<file path="config.mk">
export PLATFORM = sky130hd
export DESIGN_NAME = valid_flop_pipe
export DESIGN_NICKNAME = d
export VERILOG_FILES = /design/src/rtl/handshake_pkg.sv /design/src/rtl/valid_stage.sv /design/src/rtl/valid_flop_pipe.sv
export SDC_FILE = /design/constraint.sdc
export NUM_CORES = 1
export LEC_CHECK = 0
export CAP_MARGIN = 20
export CORE_MARGIN = 3
export CORE_UTILIZATION = 39
export DETAILED_ROUTE_END_ITERATION = 6
export PLACE_DENSITY = 0.67
export RECOVER_POWER = 50
export SYNTH_ARGS = -nofsm -noshare
export SYNTH_HDL_FRONTEND = slang
export SYNTH_SLANG_ARGS = --single-unit
</file>
<file path="constraint.sdc">
create_clock -name clk -period 2 [get_ports clk]
set_clock_uncertainty 0.15 [all_clocks]
set_input_delay 0.2 -clock clk [delete_from_list [all_inputs] [get_ports clk]]
set_output_delay 0.2 -clock clk [all_outputs]
set_load 0.1 [all_outputs]
</file>
<file path="src/rtl/handshake_pkg.sv">
// Shared definitions for the valid/ready pipeline blocks.
// Holds the default beat width, the reset polarity and the occupancy width helper.
package handshake_pkg;

    localparam int DEFAULT_WIDTH = 4;
    localparam logic RST_ACTIVE = 1'b1;

    // Bits needed to count 0..stages inclusive; never narrower than one bit.
    function automatic int cntWidth(input int stages);
        return (stages < 1) ? 1 : $clog2(stages + 1);
    endfunction

endpackage

</file>
<file path="src/rtl/valid_stage.sv">
// One forward-registered pipeline stage: a valid flag and its data word.
// Reset beats clear, clear beats load; data is only rewritten when a valid beat arrives.
module valid_stage
    import handshake_pkg::*;
#(
    parameter int width = DEFAULT_WIDTH
) (
    input  logic             clk,
    input  logic             rst,
    input  logic             clear,
    input  logic             load,
    input  logic             valid_in,
    input  logic [0:width-1] data_in,
    output logic             valid_q,
    output logic [0:width-1] data_q
);

    logic             r_valid;
    logic [0:width-1] r_data;

    // Flush only drops the valid flag; a stale data word behind an empty flag is harmless.
    always_ff @(posedge clk) begin
        if (rst == RST_ACTIVE) begin
            r_valid <= 1'b0;
            r_data  <= '0;
        end else if (clear) begin
            r_valid <= 1'b0;
        end else if (load) begin
            r_valid <= valid_in;
            if (valid_in) begin
                r_data <= data_in;
            end
        end
    end

    assign valid_q = r_valid;
    assign data_q  = r_data;

endmodule

</file>
<file path="src/rtl/valid_flop_pipe.sv">
// Forward-registered valid/ready pipeline with combinational ready, flush and occupancy count.
// Bubbles collapse: any empty stage accepts even while the consumer stalls.
module valid_flop_pipe
    import handshake_pkg::*;
#(
    parameter int width  = DEFAULT_WIDTH,
    parameter int STAGES = 2
) (
    input  logic                          clk,
    input  logic                          rst,
    input  logic                          flush,
    input  logic                          valid_up,
    output logic                          ready_up,
    input  logic [0:width-1]              data_up,
    output logic                          valid_down,
    input  logic                          ready_down,
    output logic [0:width-1]              data_down,
    output logic [cntWidth(STAGES)-1:0]   occupancy
);

    localparam int CNT_W = cntWidth(STAGES);

    logic [STAGES-1:0] w_valid;
    logic [0:width-1]  w_data [STAGES];
    logic [STAGES:0]   w_rdy;
    logic              w_rstActive;
    logic              w_inHs;
    logic              w_outHs;
    logic [CNT_W-1:0]  r_occupancy;

    assign w_rstActive = (rst == RST_ACTIVE);

    // A stage may advance when it is empty or the stage after it advances too.
    always_comb begin
        w_rdy         = '0;
        w_rdy[STAGES] = ready_down;
        for (int i = STAGES - 1; i >= 0; i--) begin
            w_rdy[i] = ~w_valid[i] | w_rdy[i + 1];
        end
    end

    assign ready_up = w_rdy[0] & ~w_rstActive & ~flush;

    for (genvar i = 0; i < STAGES; i++) begin : g_stage
        logic             w_validIn;
        logic [0:width-1] w_dataIn;

        if (i == 0) begin : g_head
            assign w_validIn = valid_up;
            assign w_dataIn  = data_up;
        end else begin : g_body
            assign w_validIn = w_valid[i - 1];
            assign w_dataIn  = w_data[i - 1];
        end

        valid_stage #(
            .width(width)
        ) u_stage (
            .clk      (clk),
            .rst      (rst),
            .clear    (flush),
            .load     (w_rdy[i]),
            .valid_in (w_validIn),
            .data_in  (w_dataIn),
            .valid_q  (w_valid[i]),
            .data_q   (w_data[i])
        );
    end

    assign valid_down = w_valid[STAGES - 1];
    assign data_down  = w_data[STAGES - 1];

    assign w_inHs  = valid_up & ready_up;
    assign w_outHs = valid_down & ready_down;

    // Occupancy tracks beats in minus beats out; a flush empties the pipe regardless of handshakes.
    always_ff @(posedge clk) begin
        if (w_rstActive) begin
            r_occupancy <= '0;
        end else if (flush) begin
            r_occupancy <= '0;
        end else begin
            r_occupancy <= r_occupancy + CNT_W'(w_inHs) - CNT_W'(w_outHs);
        end
    end

    assign occupancy = r_occupancy;

endmodule

</file>
==> impl_metrics.py, run 1 <==
metrics = {
    "placed_design": {
        "dp_hpwl_um": 787,
        "dpl.cell_count": 91,
        "port_buffers": 16,
        "gp_congestion": 0.648,
    },
    "cts": {
        "cts_tree": "built",
        "holdBufCountCts": 0,
        "numClockSinks": 12,
        "cts_max_level": 1,
        "worstSkewPairLatency_ns": 0.27,
        "cts_root_buf": "clkbuf_4",
        "cts_buffers": 3,
        "clock_path_buffers": 2,
        "clkTransAtPathRegs_ns": 0.07,
        "cts_setup_buffers": 0,
    },
    "global_routing": {
        "grt_pass1_vias": 392,
        "grt_pass1_wl_um": 1670,
        "grt_util_all_layers": 0.117,
        "grt_max_degree": 18,
        "overflow": 0,
        "antenna_found_initial": 0,
    },
    "floorplan": {
        "die_h_um": 43.6,
        "die_w_um": 43.6,
        "ioPinCount": 17,
        "fp.coreArea_mm2": 0.00122,
        "die-area_mm2": 0.00190,
        "initial_core_util": 0.453,
        "num_rows": 12,
    },
    "sta": {
        "rsz0062_at_grt": "false",
        "period_needed_ns": 1.91,
        "hold_viol_final": 0,
        "setup_tns_ns": 0,
        "slew_headroom": 0.640,
        "period_share": 0.957,
        "fmax_mhz": 523,
        "setup_viol": 0,
        "drv_slew": 0,
        "tightest_slew_ns": 0.542,
    },
    "setup_path": {
        "regToRegEndpoint": "occupancy[1]$_SDFF_PP0_",
        "required_ns": 2.01,
        "arrival_ns": 1.92,
        "cp_max_fo": 4,
        "worstSetupPathType": "flop to flop",
        "crit_path_end_kind": "flop",
        "r2r_cells": 9,
        "reg2reg_slack_ns": 0.09,
        "rr_startpoint": "g_stage[0].u_stage.valid_q$_SDFFE_PP0P_",
        "cp-start-kind": "flop",
    },
    "outcome": {
        "outcome": "completed",
    },
    "job": {
        "cap_violations": 0,
    },
    "finish": {
        "nets": 93,
        "areaGrowthSynthToFinish_pct": 40.7,
        "diodes": 0,
        "fillCellCount": 114,
        "drive_gt1_frac": 0.247,
        "final_cells": 95,
    },
    "hold_path": {
        "hold_depth": 2,
        "hold-path-endpoint": "g_stage[1].u_stage.data_q[2]$_SDFFE_PP0P_",
        "hold_start": "g_stage[0].u_stage.data_q[2]$_SDFFE_PP0P_",
        "min_path_type": "flop to flop",
    },
    "drt": {
        "drt-total-wl_um": 1010,
        "via_count": 443,
        "drt_iter0_markers": 7,
        "avgViaCountPerCell": 4.66,
        "dr.pass1.iters": 4,
        "ant_nets": 0,
        "wire_per_inst_um": 10.6,
        "drcViolationCount": 0,
    },
    "logic_synthesis": {
        "avgSynthCellArea_um2": 9.49,
        "netlist_area_um2": 551,
        "ys_seq_area_frac": 0.436,
        "ys_warn_count": 0,
        "ys_types": 20,
        "syn_nets": 69,
        "synth-seq-cells": 12,
        "synth_cells": 58,
    },
    "power_and_ir_drop": {
        "power.leakage_nw": 0.322,
        "p_per_area_mw_per_mm2": 626,
        "ir_worst_vdd_mv": 0.366,
    },
}
[placed cells by master (no fill, tap or decap), types with 2 or more instances in the layout]
master,instances
clkbuf_1,2
nor3_1,3
clkbuf_2,7
nand2b_1,11
o21ai_1,4
nand3_1,4
mux2i_1,4
nor2_1,2
dfxtp_1,11
clkdlybuf4s50_1,7
clkbuf_4,3
a21oi_1,4
buf_4,4
[worst max-delay path, stage by stage, from the launching register on]
cell,delay (ns)
dfxtp_1,0.34
and3b_4,0.21
nor3b_4,0.18
nand2b_1,0.08
ha_1,0.27
inv_1,0.06
ha_2,0.16
xor2_1,0.17
xnor2_1,0.13
nor3_1,0.06
[where the power goes]
part	internal (W)	switching [W]
logic	0.0000388	0.0000424
registers	0.000244	0.00000401
clock network	0.0000772	0.0000782
[synth_stat cells]
library cell / number / area [um^2]
and2b_1: 1 / 7.51
and3b_4: 1 / 12.5
inv_1: 1 / 3.75
ha_1: 2 / 25.0
and2_1: 1 / 6.26
mux2i_1: 4 / 40.0
nor3_1: 4 / 20.0
xnor2_1: 1 / 8.76
nor3b_4: 1 / 18.8
dfxtp_1: 12 / 240
nor3b_1: 1 / 7.51
nor2b_1: 1 / 6.26
xor2_1: 1 / 8.76
a21oi_1: 4 / 20.0
buf_2: 1 / 5.00
nand2b_1: 11 / 68.8
o21ai_1: 4 / 20.0
clkbuf_1: 1 / 3.75
nor2_1: 2 / 7.51
nand3_1: 4 / 20.0
[per-layer routing]
metal,GRT usage,wire [um],vias up
li1,-,-,244
met1,0.153,528,186
met2,0.172,416,13
met3,0.0622,67,0
met4,0.0181,0,0
met5,0,0,-
[cell type report]
class                   instances  area [um^2]  share of cell area
multi-input cells              43          312               0.402
flip-flops and latches         12          244               0.315
repair buffers                 21          171               0.221
clock buffers                   4         26.3              0.0339
well taps                      14         17.5              0.0226
inverters                       1         3.75             0.00485
[cells by family after synthesis]
logic type,count (synthesis),share of synthesized area
compound gates,8,0.0727
xor+xnor,2,0.0318
fa+ha+maj,2,0.0454
buf+inv,3,0.0227
flops,12,0.436
mux,4,0.0727
simple gates,27,0.318
[what timing repair did]
action | 4_1_cts | 5_1_grt
gates resized for setup | 0 | 1
hold endpoints to repair | 0 | 0
setup endpoints to repair | 0 | 1
[flip-flops by register name (all words and copies together) (netlist names)]
| signal | flops |
|---|---|
| g_stage.u_stage.data_q | 8 |
| g_stage.u_stage.valid_q | 2 |
| occupancy | 2 |
[worst max-delay path by stage]
stage / from / end / cells after the start
6_report: g_stage[0].u_stage.valid_q$_SDFFE_PP0P_ / occupancy[1]$_SDFF_PP0_ / 9
5_1_grt: g_stage[1].u_stage.valid_q$_SDFFE_PP0P_ / occupancy[1]$_SDFF_PP0_ / 9
4_1_cts: ready_down / occupancy[1]$_SDFF_PP0_ / 10
3_5_place_dp: ready_down / occupancy[1]$_SDFF_PP0_ / 10
3_3_place_gp: ready_down / occupancy[1]$_SDFF_PP0_ / 10
2_1_floorplan: g_stage[1].u_stage.valid_q$_SDFFE_PP0P_ / occupancy[1]$_SDFF_PP0_ / 9
[metrics by stage]
step                worst slack (ns)  power [W]  hold WS, ns   util  instance area (um^2)
global route                 0.00765   0.000506        0.333  0.637                   774
finish                        0.0863   0.000485        0.316  0.637                   774
detailed placement            -0.293   0.000337        0.306  0.631                   767
CTS                          0.00414   0.000494        0.321  0.652                   793
global placement              -0.235   0.000336        0.306  0.631                   767
floorplan                     -0.167   0.000302        0.205      -                   568
No activity file was read; power rests on OpenSTA's default activity.
==> inputs of run 2 (changes only) <==
Settings changed: ABC_CLOCK_PERIOD_IN_PS from default to 2000, CORE_UTILIZATION 39 to 40, PLACE_DENSITY 0.67 to 0.68, SYNTH_HIERARCHICAL from default to 1.
==> impl_metrics.py, run 2 <==
metrics = {
    "logic_synthesis": {
        "synth_flop_cell": "dfxtp_1",
        "yosysTopAreaCell": "dfxtp_1",
        "ys_types": 14,
        "synth-seq-cells": 12,
        "synth_adder_area_share": 0.0422,
        "synth_top_family_by_area": "simple AND/OR/NAND/NOR gates",
        "ys_warn_count": 6,
        "synth_edf_count": 0,
        "muxShareOfSynthArea": 0.169,
        "synth_area_leaders": "dfxtp_1, nand2b_1, mux2i_1",
        "synthTopCellsByCount": "nand2b_1, dfxtp_1, mux2i_1",
        "synthMostInstantiatedCell": "nand2b_1",
        "synth_cells": 56,
        "async_reset_ff_frac": 0,
        "ys_seq_area_frac": 0.405,
        "syn_nets": 67,
        "synth_compound_area_frac": 0,
        "netlist_area_um2": 593,
        "yosys.area_share.xor_xnor": 0.0380,
        "avgSynthCellArea_um2": 10.6,
        "synthSimpleGateAreaFrac": 0.302,
        "synth_top_cell_area_share": 0.405,
    },
    "setup_path": {
        "cp_slowest_cell": "dlygate4sd3_1",
        "cp-startpoint": "ready_down",
        "reg2reg_slack_ns": 0.48,
        "required_ns": 1.65,
        "cp-start-kind": "input pin",
        "crit_path_end": "ready_up",
        "cp_max_fo": 3,
        "slowest_delay_ns": 0.55,
        "path_depth": 5,
        "cp.buffers_inverters": 3,
        "crit_path_end_kind": "output pin",
        "crit_family": "buffers and inverters",
        "r2r_cells": 7,
        "crit_chain": "dlygate4sd3_1 > nand3b_1 > clkbuf_1 > and2_1 > buf_12",
        "regToRegEndpoint": "occupancy[1]$_SDFF_PP0_",
        "worstSetupPathType": "input pin to output pin",
        "rr_startpoint": "g_stage[0].u_stage/valid_q$_SDFFE_PP0P_",
        "arrival_ns": 1.43,
    },
    "global_routing": {
        "grt_max_degree": 20,
        "grt_pass1_wl_um": 1610,
        "antenna_found_initial": 0,
        "grt_pass1_vias": 382,
        "grt_util_all_layers": 0.114,
        "overflow": 0,
    },
    "drt": {
        "dr.pass1.iters": 2,
        "drt_iter0_markers": 4,
        "ant_nets": 0,
        "drcViolationCount": 0,
        "wire_per_inst_um": 11.1,
        "drt-total-wl_um": 1030,
        "via_count": 432,
        "avgViaCountPerCell": 4.65,
    },
    "placed_design": {
        "dp_hpwl_um": 824,
        "gp_congestion": 0.691,
        "dpl_cell_area_um2": 773,
        "port_buffers": 16,
    },
    "sta": {
        "rsz0062_at_grt": "false",
        "drv_slew": 0,
        "period_needed_ns": 1.78,
        "hold_viol_final": 0,
        "fmax_mhz": 561,
        "setup_tns_ns": 0,
        "setup_viol": 0,
        "tightest_slew_ns": 0.542,
        "period_share": 0.891,
        "slew_headroom": 0.641,
    },
    "finish": {
        "nets": 90,
        "fillCellCount": 140,
        "drive_gt1_frac": 0.218,
        "mostFrequentLayoutCell": "nand2b_1",
        "areaGrowthSynthToFinish_pct": 32.9,
        "final_cell_mix": "nand2b_1, dfxtp_1, mux2i_1",
        "largest_register_ffs": 8,
        "final_core_util": 0.584,
        "diodes": 0,
        "fin_area_um2": 788,
    },
    "cts": {
        "numClockSinks": 12,
        "clkTransAtPathRegs_ns": 0.07,
        "cts_resized": 0,
        "worstSkewPairLatency_ns": 0.27,
        "cts_tree": "built",
        "holdBufCountCts": 0,
        "clock_path_buffers": 2,
        "cts_root_buf": "clkbuf_4",
        "cts_buffers": 3,
        "cts_setup_buffers": 0,
        "cts_max_level": 1,
    },
    "floorplan": {
        "die-area_mm2": 0.00198,
        "num_rows": 13,
        "ioPinCount": 17,
        "die_w_um": 44.5,
        "fp.coreArea_mm2": 0.00135,
        "initial_core_util": 0.439,
        "die_h_um": 44.5,
    },
    "hold_path": {
        "min_path_type": "flop to flop",
    },
    "power_and_ir_drop": {
        "power.leakage_nw": 0.344,
        "p_per_area_mw_per_mm2": 652,
        "ir_worst_vdd_mv": 0.410,
    },
    "outcome": {
        "outcome": "completed",
    },
    "job": {
        "cap_violations": 0,
    },
}
run 2: cell count changes in the layout (fill, tap and decap cells not counted), sizes merged, moves of 2 or more:
cell    change
nand2b      +6
nand3       -3
nor3b       -2
and2        +2
mux2i       +6
o21ai       -4
a21oi       -4
run 2: worst min path at each step:
stage,depth (start not counted),start,slack (ns),end
2_1_floorplan,1,rst,0.12,occupancy[1]$_SDFF_PP0_
4_1_cts,2,g_stage[0].u_stage/data_q[2]$_SDFFE_PP0P_,0.33,g_stage[1].u_stage/data_q[2]$_SDFFE_PP0P_
3_5_place_dp,2,g_stage[0].u_stage/data_q[0]$_SDFFE_PP0P_,0.32,g_stage[0].u_stage/data_q[0]$_SDFFE_PP0P_
5_1_grt,3,data_up[0],0.35,g_stage[0].u_stage/data_q[0]$_SDFFE_PP0P_
6_report,2,g_stage[0].u_stage/data_q[2]$_SDFFE_PP0P_,0.32,g_stage[1].u_stage/data_q[2]$_SDFFE_PP0P_
3_3_place_gp,2,g_stage[0].u_stage/data_q[2]$_SDFFE_PP0P_,0.31,g_stage[0].u_stage/data_q[2]$_SDFFE_PP0P_
run 2: worst register-to-register path, stage by stage, from the launching register on:
cell and delay, ns:
dfxtp_1 0.37, nand3b_1 0.11, nand3_1 0.10, ha_1 0.22, inv_1 0.06, ha_1 0.14
xnor3_1 0.21, nor3_2 0.10
run 2: cell families after synthesis:
logic type	Yosys count
XOR/XNOR	1
adder cells (fa/ha/maj)	2
buffers and inverters	3
flip-flops	12
multiplexers	10
AND/OR/NAND/NOR	28
run 2: final cells by class:
class | instances | area (um^2) | share of cell area
clock buffers | 4 | 36.3 | 0.0460
inverters | 1 | 3.75 | 0.00476
multi-input cells | 41 | 327 | 0.414
flip-flops and latches | 12 | 241 | 0.306
well taps | 15 | 18.8 | 0.0238
repair buffers | 20 | 161 | 0.205
run 2: report_power, final:
part / total [W] / internal, W / switching, W
combinational: 0.0000779 / 0.0000381 / 0.0000398
sequential: 0.000249 / 0.000245 / 0.00000372
clock: 0.000187 / 0.000111 / 0.0000761
total: 0.000514 / 0.000394 / 0.000120
run 2: stage by stage:
step / total power, W / worst slack, ns / hold WS [ns] / cells
after floorplan: 0.000300 / 0.0582 / 0.119 / 56
after CTS: 0.000526 / 0.346 / 0.329 / 93
after global routing: 0.000539 / 0.147 / 0.347 / 93
final: 0.000514 / 0.218 / 0.322 / 93
after global placement: 0.000334 / 0.110 / 0.311 / 89
after detailed placement: 0.000335 / 0.0988 / 0.317 / 89
run 2: per-layer routing:
layer	share of wire	GRT usage	up-vias
met1	0.47	0.133	192
met4	0	0.0361	0
met3	0.045	0.0488	0
met5	0	0	-
li1	-	-	230
met2	0.49	0.186	10
